File: config.mk
export PLATFORM = sky130hd
export DESIGN_NAME = alu_op_scheduler
export DESIGN_NICKNAME = d
export VERILOG_FILES = /design/src/rtl/alu_sched_pkg.sv /design/src/rtl/alu_op_scheduler_rr_arb2.sv /design/src/rtl/alu_op_scheduler.sv
export SDC_FILE = /design/constraint.sdc
export NUM_CORES = 1
export LEC_CHECK = 0
export CAP_MARGIN = 20
export CORE_MARGIN = 5
export CORE_UTILIZATION = 35
export CTS_BUF_LIST = sky130_fd_sc_hd__clkbuf_8
export DETAILED_ROUTE_END_ITERATION = 16
export HOLD_SLACK_MARGIN = 0.03
export PLACE_DENSITY = 0.75
export RECOVER_POWER = 25
export SYNTH_ARGS = -nofsm -noshare
export SYNTH_HDL_FRONTEND = slang
export SYNTH_HIERARCHICAL = 1
export SYNTH_SLANG_ARGS = --single-unit
File: constraint.sdc
create_clock -name clk -period 2.7 [get_ports clk]
set_input_delay 0.675 -clock clk [delete_from_list [all_inputs] [get_ports clk]]
set_output_delay 0.675 -clock clk [all_outputs]
set_load 0.02 [all_outputs]
File: src/rtl/alu_sched_pkg.sv
// Shared constants for the ALU operation scheduler: opcode values,
// FSM state encoding and the default data width.
package alu_sched_pkg;

  localparam int DW_DEF = 32;

  localparam logic [2:0] OP_CLR  = 3'b000;
  localparam logic [2:0] OP_THR  = 3'b001;
  localparam logic [2:0] OP_ADD  = 3'b010;
  localparam logic [2:0] OP_SUB  = 3'b011;
  localparam logic [2:0] OP_OR   = 3'b100;
  localparam logic [2:0] OP_AND  = 3'b101;
  localparam logic [2:0] OP_XOR  = 3'b110;
  localparam logic [2:0] OP_HOLD = 3'b111;

  typedef enum logic [1:0] {
    ST_IDLE  = 2'd0,
    ST_ISSUE = 2'd1,
    ST_WAIT  = 2'd2,
    ST_RESP  = 2'd3
  } sched_state_t;

endpackage

File: src/rtl/alu_op_scheduler_rr_arb2.sv
// Two-way round-robin arbiter. When both requesters are valid the one that
// did not win last time is granted; a lone valid requester always wins.
module rr_arb2 (
  input  logic valid0,
  input  logic valid1,
  input  logic last_grant,
  output logic grant_valid,
  output logic grant_id
);

  // Pick the winner from the current valids and the previous grant.
  always_comb begin
    grant_valid = valid0 | valid1;
    if (valid0 && valid1) grant_id = ~last_grant;
    else                  grant_id = valid1;
  end

endmodule

File: src/rtl/alu_op_scheduler.sv
// Shares one ALU between two requesters: round-robin arbitration, operand
// registration, a wait of ALU_LAT edges and a tagged valid/ready response.
// Optional macro ALU_SCHED_PERF_EN adds per-requester completion counters and
// a response back-pressure cycle counter.
//
// state    | meaning
// ST_IDLE  | arbitrating, ready offered to the granted requester
// ST_ISSUE | alu_start high, latched op/operands presented to the ALU
// ST_WAIT  | ALU told to hold, counting down its latency
// ST_RESP  | result held on the response channel until accepted
module alu_op_scheduler
  import alu_sched_pkg::*;
#(
  parameter int DW      = DW_DEF,
  parameter int ALU_LAT = 1
) (
  input  logic          clk,
  input  logic          rst,
  input  logic          req0_valid,
  output logic          req0_ready,
  input  logic [2:0]    req0_op,
  input  logic [DW-1:0] req0_a,
  input  logic [DW-1:0] req0_b,
  input  logic          req1_valid,
  output logic          req1_ready,
  input  logic [2:0]    req1_op,
  input  logic [DW-1:0] req1_a,
  input  logic [DW-1:0] req1_b,
  output logic          alu_start,
  output logic [2:0]    alu_opcode,
  output logic [DW-1:0] alu_acout,
  output logic [DW-1:0] alu_b_in,
  input  logic [DW-1:0] alu_result,
  output logic          rsp_valid,
  input  logic          rsp_ready,
  output logic          rsp_id,
  output logic [DW-1:0] rsp_data,
  output logic          busy
`ifdef ALU_SCHED_PERF_EN
  ,
  output logic [31:0]   perf_ops0,
  output logic [31:0]   perf_ops1,
  output logic [31:0]   perf_stall
`endif
);

  localparam logic [3:0] LAT_M1 = 4'(ALU_LAT - 1);

  sched_state_t state;
  logic         last_grant;
  logic [3:0]   cnt;
  logic         grant_valid;
  logic         grant_id;

  rr_arb2 u_arb (
    .valid0      (req0_valid),
    .valid1      (req1_valid),
    .last_grant  (last_grant),
    .grant_valid (grant_valid),
    .grant_id    (grant_id)
  );

  assign req0_ready = (state == ST_IDLE) & grant_valid & ~grant_id;
  assign req1_ready = (state == ST_IDLE) & grant_valid &  grant_id;
  assign busy       = (state != ST_IDLE);

  // Sequencer: accept, issue for one cycle, wait out the ALU latency, respond.
  always_ff @(posedge clk or negedge rst) begin
    if (!rst) begin
      state      <= ST_IDLE;
      last_grant <= 1'b1;
      cnt        <= '0;
      alu_start  <= 1'b0;
      alu_opcode <= OP_HOLD;
      alu_acout  <= '0;
      alu_b_in   <= '0;
      rsp_valid  <= 1'b0;
      rsp_id     <= 1'b0;
      rsp_data   <= '0;
    end else begin
      case (state)
        ST_IDLE: begin
          if (grant_valid) begin
            state      <= ST_ISSUE;
            alu_start  <= 1'b1;
            alu_opcode <= grant_id ? req1_op : req0_op;
            alu_acout  <= grant_id ? req1_a  : req0_a;
            alu_b_in   <= grant_id ? req1_b  : req0_b;
            rsp_id     <= grant_id;
            last_grant <= grant_id;
          end
        end
        ST_ISSUE: begin
          state      <= ST_WAIT;
          alu_start  <= 1'b0;
          alu_opcode <= OP_HOLD;
          cnt        <= LAT_M1;
        end
        ST_WAIT: begin
          if (cnt == 4'd0) begin
            rsp_data  <= alu_result;
            rsp_valid <= 1'b1;
            state     <= ST_RESP;
          end else begin
            cnt <= cnt - 4'd1;
          end
        end
        ST_RESP: begin
          if (rsp_ready) begin
            rsp_valid <= 1'b0;
            state     <= ST_IDLE;
          end
        end
        default: state <= ST_IDLE;
      endcase
    end
  end

`ifdef ALU_SCHED_PERF_EN
  // Count completed responses per requester and back-pressured response cycles.
  always_ff @(posedge clk or negedge rst) begin
    if (!rst) begin
      perf_ops0  <= '0;
      perf_ops1  <= '0;
      perf_stall <= '0;
    end else begin
      if (rsp_valid && rsp_ready && !rsp_id) perf_ops0 <= perf_ops0 + 32'd1;
      if (rsp_valid && rsp_ready &&  rsp_id) perf_ops1 <= perf_ops1 + 32'd1;
      if (rsp_valid && !rsp_ready)           perf_stall <= perf_stall + 32'd1;
    end
  end
`endif

endmodule

==> results of run 1 <==
-- registers in the layout (all words and copies together) (netlist names) --
signal      flops
cnt             4
rsp_id          1
alu_b_in       32
rsp_data       32
alu_opcode      3
rsp_valid       1
last_grant      1
alu_acout      32
alu_start       1
state           2
-- layer usage --
metal	routed length, microns	vias to the layer above
met1	5200	1889
li1	-	1990
met4	268	0
met3	1360	21
met5	0	-
met2	7200	169
-- report_power, final --
group / total, mW / internal, mW / switching, mW
Combinational: 4.52 / 2.24 / 2.28
Sequential: 2.84 / 2.43 / 0.408
Clock: 1.15 / 0.615 / 0.535
-- synth_stat cells (3+ instances only) --
| cell type | count |
|---|---|
| sky130_fd_sc_hd__a21oi_1 | 3 |
| sky130_fd_sc_hd__buf_2 | 8 |
| sky130_fd_sc_hd__buf_4 | 4 |
| sky130_fd_sc_hd__clkbuf_1 | 15 |
| sky130_fd_sc_hd__dfrtp_1 | 105 |
| sky130_fd_sc_hd__dfstp_2 | 4 |
| sky130_fd_sc_hd__ha_1 | 7 |
| sky130_fd_sc_hd__inv_1 | 10 |
| sky130_fd_sc_hd__mux2_2 | 33 |
| sky130_fd_sc_hd__mux2i_1 | 68 |
| sky130_fd_sc_hd__nand2_1 | 71 |
| sky130_fd_sc_hd__nand3_1 | 4 |
| sky130_fd_sc_hd__nor2_1 | 8 |
| sky130_fd_sc_hd__o21ai_0 | 71 |
-- final cells by class --
| class | count | area [sq um] | share of cell area |
|---|---|---|---|
| Clock buffer | 9 | 124 | 0.0154 |
| Clock inverter | 7 | 115 | 0.0143 |
| Inverter | 10 | 37.5 | 0.00467 |
| Multi-Input combinational cell | 277 | 1940 | 0.242 |
| Sequential cell | 109 | 2730 | 0.340 |
| Tap cell | 176 | 220 | 0.0274 |
| Timing Repair Buffer | 286 | 2870 | 0.357 |
-- stage by stage --
step	instances	utilization	cell area, sq um	TNS, ns	setup WS, ns
after floorplan	423	-	4820	0	0.236
final	874	0.600	8040	0	0.101
after global placement	858	0.582	7800	-0.252	-0.146
after detailed placement	858	0.582	7800	-0.318	-0.180
after global routing	874	0.600	8040	0	0.0470
after CTS	874	0.600	8040	0	0.000375
-- cell families (layout without fill, tap and decap cells) --
| kind of cell | Yosys count | count (layout) | share of synthesized area |
|---|---|---|---|
| mux | 102 | 102 | 0.221 |
| fa+ha+maj | 7 | 7 | 0.0182 |
| simple gates | 88 | 88 | 0.0742 |
| flops | 109 | 109 | 0.567 |
| buf+inv | 37 | 312 | 0.0340 |
| compound gates | 80 | 80 | 0.0864 |
-- what timing repair did --
action | in CTS | in global routing
gates cloned | 0 | 0
pin swaps | 0 | 0
setup endpoints to repair | 2 | 1
gates resized for setup | 2 | 1
-- critical path: stages --
cell                              delay (ns)
sky130_fd_sc_hd__clkdlybuf4s50_1        0.51
sky130_fd_sc_hd__or2_1                  0.20
sky130_fd_sc_hd__nand3_1                0.13
sky130_fd_sc_hd__inv_1                  0.07
sky130_fd_sc_hd__dlygate4sd2_1          0.34
-- path summary, 6_finish.rpt --
kind | to | depth (start not counted)
setup / recovery | req1_ready | 5
hold / removal | alu_acout[13]$_DFFE_PN0P_ | 2
setup reg to reg | rsp_data[0]$_DFFE_PN0P_ | 5
hold reg to reg | alu_acout[13]$_DFFE_PN0P_ | 2
max in group asynchronous | alu_b_in[3]$_DFFE_PN0P_ | 2
min in group asynchronous | alu_b_in[6]$_DFFE_PN0P_ | 1
==> run summary, run 1 <==
status = finished clean
top cell type's share of synthesized area = 0.545
number of instances in the synthesized netlist = 423
commonest non-fill, non-tap cells in the layout = 271 x sky130_fd_sc_hd__clkdlybuf4s50_1, 105 x sky130_fd_sc_hd__dfrtp_1, 71 x sky130_fd_sc_hd__o21ai_0
Pre-Repair DR Iteration Count = 4
floorplan die width = 127 microns
nature of the critical path startpoint = input pin
Area growth, synth to finish = 66.8%
unique cell type count in the Yosys netlist = 26
port bufs = 275
Top Usage Layer GRT = met2
total power divided by cell area = 1060 nW/um^2
Final nets = 871
type of the tightest min-delay check = reg -> reg
Fin Clk Skew = 0.00853 ns
Max Transition Viols Final = 0
register bit count reported by yosys = 109
final routed DRC violation total = 0
Longest Clk Path Bufs = 2
post-synthesis sequential area ratio = 0.567
clock tree root driver cell = sky130_fd_sc_hd__clkbuf_8
nets in the synthesized netlist = 601
fraction of layout instances using a drive strength above 1 = 0.0974
Post-synth EDFFs = 0
top post-synthesis cells by area = sky130_fd_sc_hd__dfrtp_1 54%, sky130_fd_sc_hd__mux2i_1 14%, sky130_fd_sc_hd__mux2_2 7.7%
Std-Cell Core Area = 13400 sq um
Rel. slew slack = 0.231
initial DRC count = 100
met3 track utilization from global routing = 0.0647
first-pass GRT wire length = 22.2 mm
met1 track demand over resource in global routing = 0.186
main flop type after synthesis = sky130_fd_sc_hd__dfrtp_1
clock input transition at the sequential cells of the worst setup and hold paths = 0.09 ns
final weighted congestion in routability-driven placement = 0.836
Arrival @ worst endpoint = 1.92 ns
post-synthesis average cell area = 11.4 sq um
via count = 4069
DR WL/cell = 16.1 microns
detailed-route vias per instance = 4.66
number of buffers inserted during clock tree synthesis = 9
# diodes = 0
YS warnings = 6
achievable frequency = 0.385 GHz
RSZ-0062 raised after global routing = no
total length of routed wires = 14.0 mm
critical register-to-register path startpoint = state[0]$_DFFE_PN0P_
pin count of the biggest net entering global routing = 94
Worst Setup SP = req0_valid
Worst EP required = 2.03 ns
worst vdd rail ir drop = 0.410 mV
part of the cycle the worst path needs = 0.962
library cell with the largest summed area after synthesis = sky130_fd_sc_hd__dfrtp_1
DRT antenna net count = 0
Overall Global Routing Usage = 0.172
overall die height = 127 microns
buffer count from post-CTS setup fixing = 0
total power draw = 8.51 mW
synthesized cell area = 4820 sq um
async set-reset flop share out of synthesis = 1.00
startpoint-to-endpoint class of the critical path = in -> out
effective utilization at floorplan = 0.360
Least-Margin Pin Slew = 1.15 ns
GR Overflow Total = 0
FP Rows = 42
Worst Hold Margin = 0.483 ns
total of fill cells in the finished design = 1134
I/O pin cnt = 276
clock sink count = 109
most common cell after layout, fill and taps aside = sky130_fd_sc_hd__clkdlybuf4s50_1
DP Wirelength = 11.3 mm
initial antenna violation count = 0
final-report hold violation count = 0
vias in the first global route = 4419
HP Start = alu_acout[13]$_DFFE_PN0P_
Period minus WS final = 2.60 ns
setup slack, reg-to-reg = 0.66 ns
die area = 16200 sq um
reported max-cap violation count = 0
source-to-sink clock delay at the later pin of the worst-skew pair = 0.36 ns
GR Layer Usage met2 = 0.309
leakage power of the design = 3.51 nW
category of the worst setup path capture point = output port
number of hold-repair buffers added at the cts stage = 0
top fanout value on the critical path = 3
H-tree depth = 3
final setup violation count = 0
clock tree from TritonCTS = built
No activity file was read; power rests on OpenSTA's default activity.
==> inputs of run 2 (changes only) <==
Settings changed: GPL_TIMING_DRIVEN set to 1.
==> results of run 2 <==
Final layout, timing and power as in run 1 (identical DEF).
==> inputs of run 3 (changes only) <==
Settings changed: ABC_AREA set to 0, ABC_CLOCK_PERIOD_IN_PS set to 2700, SKIP_CTS_REPAIR_TIMING set to 1.
==> run 3 against run 2 <==
Routed wire length grew 0.25%. Clock skew about the same. Maximum frequency is 4.3% higher. Global-route usage is the same. Total power is essentially flat. Final cell count unchanged. Via count increased by 0.22%. First-iteration DRC count down 7.0%. Utilization rose by 0.056 points.
==> run summary, run 3 (synthesis results as in run 1) <==
cell with the largest stage delay on the worst path = sky130_fd_sc_hd__clkdlybuf4s50_1
number of buffers inserted during clock tree synthesis = 9 (unchanged)
top fanout value on the critical path = 3 (unchanged)
type of the tightest min-delay check = reg -> reg
clock tree root driver cell = sky130_fd_sc_hd__clkbuf_8
Area growth, synth to finish = 66.9% (about the same)
Pre-Repair DR Iteration Count = 4 (unchanged)
final std cells w/o fill = 874 (unchanged)
Period minus WS final = 2.49 ns (-0.106 ns)
category of the worst setup path capture point = output port
RSZ-0062 raised after global routing = no
floorplan die width = 127 microns (unchanged)
final-report hold violation count = 0 (unchanged)
GR Overflow Total = 0 (unchanged)
Longest Clk Path Bufs = 2 (unchanged)
Final nets = 871 (unchanged)
fraction of layout instances using a drive strength above 1 = 0.0974 (unchanged)
status = finished clean
DP Wirelength = 11.3 mm (unchanged)
first-pass GRT wire length = 22.2 mm (unchanged)
clock input transition at the sequential cells of the worst setup and hold paths = 0.09 ns (about the same)
clock tree from TritonCTS = built
initial antenna violation count = 0 (unchanged)
worst vdd rail ir drop = 0.410 mV (unchanged)
Std-Cell Core Area = 13400 sq um (unchanged)
achievable frequency = 0.401 GHz (+4.3%)
Rel. slew slack = 0.231 (about the same)
# diodes = 0 (unchanged)
initial DRC count = 93 (-7.0%)
effective utilization at floorplan = 0.360 (unchanged)
Arrival @ worst endpoint = 1.82 ns (-0.10 ns)
pin count of the biggest net entering global routing = 94 (unchanged)
source-to-sink clock delay at the later pin of the worst-skew pair = 0.36 ns (about the same)
FP Rows = 42 (unchanged)
Overall Global Routing Usage = 0.172 (unchanged)
Bufs and invs on worst path = 3 (unchanged)
reported max-cap violation count = 0 (unchanged)
DRT antenna net count = 0 (unchanged)
Least-Margin Pin Slew = 1.15 ns (+0.000332 ns)
startpoint-to-endpoint class of the critical path = in -> out
stages on the worst setup path = 5 (unchanged)
port bufs = 275 (unchanged)
Worst path max stage delay = 0.51 ns (about the same)
I/O pin cnt = 276 (unchanged)
final routed DRC violation total = 0 (unchanged)
top cell family by delay on the critical path = buffers and inverters
part of the cycle the worst path needs = 0.923 (-0.0393)
final weighted congestion in routability-driven placement = 0.836 (unchanged)
leakage power of the design = 3.54 nW (+0.73%)
detailed-route vias per instance = 4.67 (+0.22%)
final setup violation count = 0 (unchanged)
final core utilization = 0.601 (about the same)
Fin Clk Skew = 0.00806 ns (-0.000465 ns)
most common cell after layout, fill and taps aside = sky130_fd_sc_hd__clkdlybuf4s50_1
commonest non-fill, non-tap cells in the layout = 271 x sky130_fd_sc_hd__clkdlybuf4s50_1, 105 x sky130_fd_sc_hd__dfrtp_1, 71 x sky130_fd_sc_hd__o21ai_0
hold-critical path depth = 2 (unchanged)
clock sink count = 109 (unchanged)
depth of the worst register-to-register path = 5 (unchanged)
nature of the critical path startpoint = input pin
DR WL/cell = 16.1 microns (+0.25%)
H-tree depth = 3 (unchanged)
via count = 4078 (+0.22%)
total power draw = 8.51 mW (about the same)
chain of cells forming the critical path = clkdlybuf4s50_1 > or2_1 > nand3_1 > inv_1 > dlymetal6s2s_1
Worst EP required = 2.03 ns (about the same)
Max Transition Viols Final = 0 (unchanged)
total length of routed wires = 14.1 mm (+0.25%)
vias in the first global route = 4419 (unchanged)
die area = 16200 sq um (unchanged)
largest registers in the final layout = alu_acout (32), alu_b_in (32), rsp_data (32)
placed cell count = 858 (unchanged)
overall die height = 127 microns (unchanged)
total power divided by cell area = 1060 nW/um^2 (about the same)
## run 3: cell types whose count changed in the layout (fill, tap and decap cells not counted)
cell / previous run / this run
sky130_fd_sc_hd__dlymetal6s2s_1: 1 / 3
sky130_fd_sc_hd__dlygate4sd2_1: 2 / 0
## run 3: metal layers
metal	global-route usage	vias to the layer above	share of wire
met4	0.0587	0	0.019
met5	0	-	0
li1	-	1990	-
met2	0.309	170	0.51
met1	0.186	1897	0.37
met3	0.0647	21	0.098
## run 3: worst paths after layout
kind                                                 from                   endpoint  slack, ns
min in group asynchronous                             rst    alu_b_in[6]$_DFFE_PN0P_       0.51
worst max register to register       state[0]$_DFFE_PN0P_    rsp_data[0]$_DFFE_PN0P_       0.66
worst min register to register  alu_acout[13]$_DFFE_PN0P_  alu_acout[13]$_DFFE_PN0P_       0.48
worst max-delay path                           req0_valid                 req1_ready       0.21
max in group asynchronous                             rst    alu_b_in[3]$_DFFE_PN0P_       1.27
worst min-delay path            alu_acout[13]$_DFFE_PN0P_  alu_acout[13]$_DFFE_PN0P_       0.48
## run 3: area by class of cell
type	instances	area, sq um
Fill cell	1134	5350
Timing Repair Buffer	286	2880
Sequential cell	109	2730
Multi-Input combinational cell	277	1940
Tap cell	176	220
Clock buffer	9	124
Clock inverter	7	115
Inverter	10	37.5
## run 3: tightest hold or removal path: stages, from the launching register on
cell,delay [ns]
sky130_fd_sc_hd__dfrtp_1,0.35
sky130_fd_sc_hd__nand2_1,0.05
sky130_fd_sc_hd__o21ai_0,0.06
## run 3: power by group
group / leakage, nW / internal [mW] / switching (mW)
combinational: 2.09 / 2.25 / 2.28
clock: 0.121 / 0.615 / 0.535
sequential: 1.33 / 2.43 / 0.408
total: 3.54 / 5.29 / 3.22
## run 3: through the flow
stage | cell area, sq um | hold WS [ns] | setup slack [ns] | setup TNS (ns)
detailed placement | 7800 | 0.470 | -0.180 | -0.318
finish | 8050 | 0.483 | 0.207 | 0
floorplan | 4820 | 0.379 | 0.236 | 0
global placement | 7800 | 0.461 | -0.146 | -0.252
global route | 8050 | 0.511 | 0.152 | 0
CTS | 8040 | 0.303 | -0.180 | -0.318
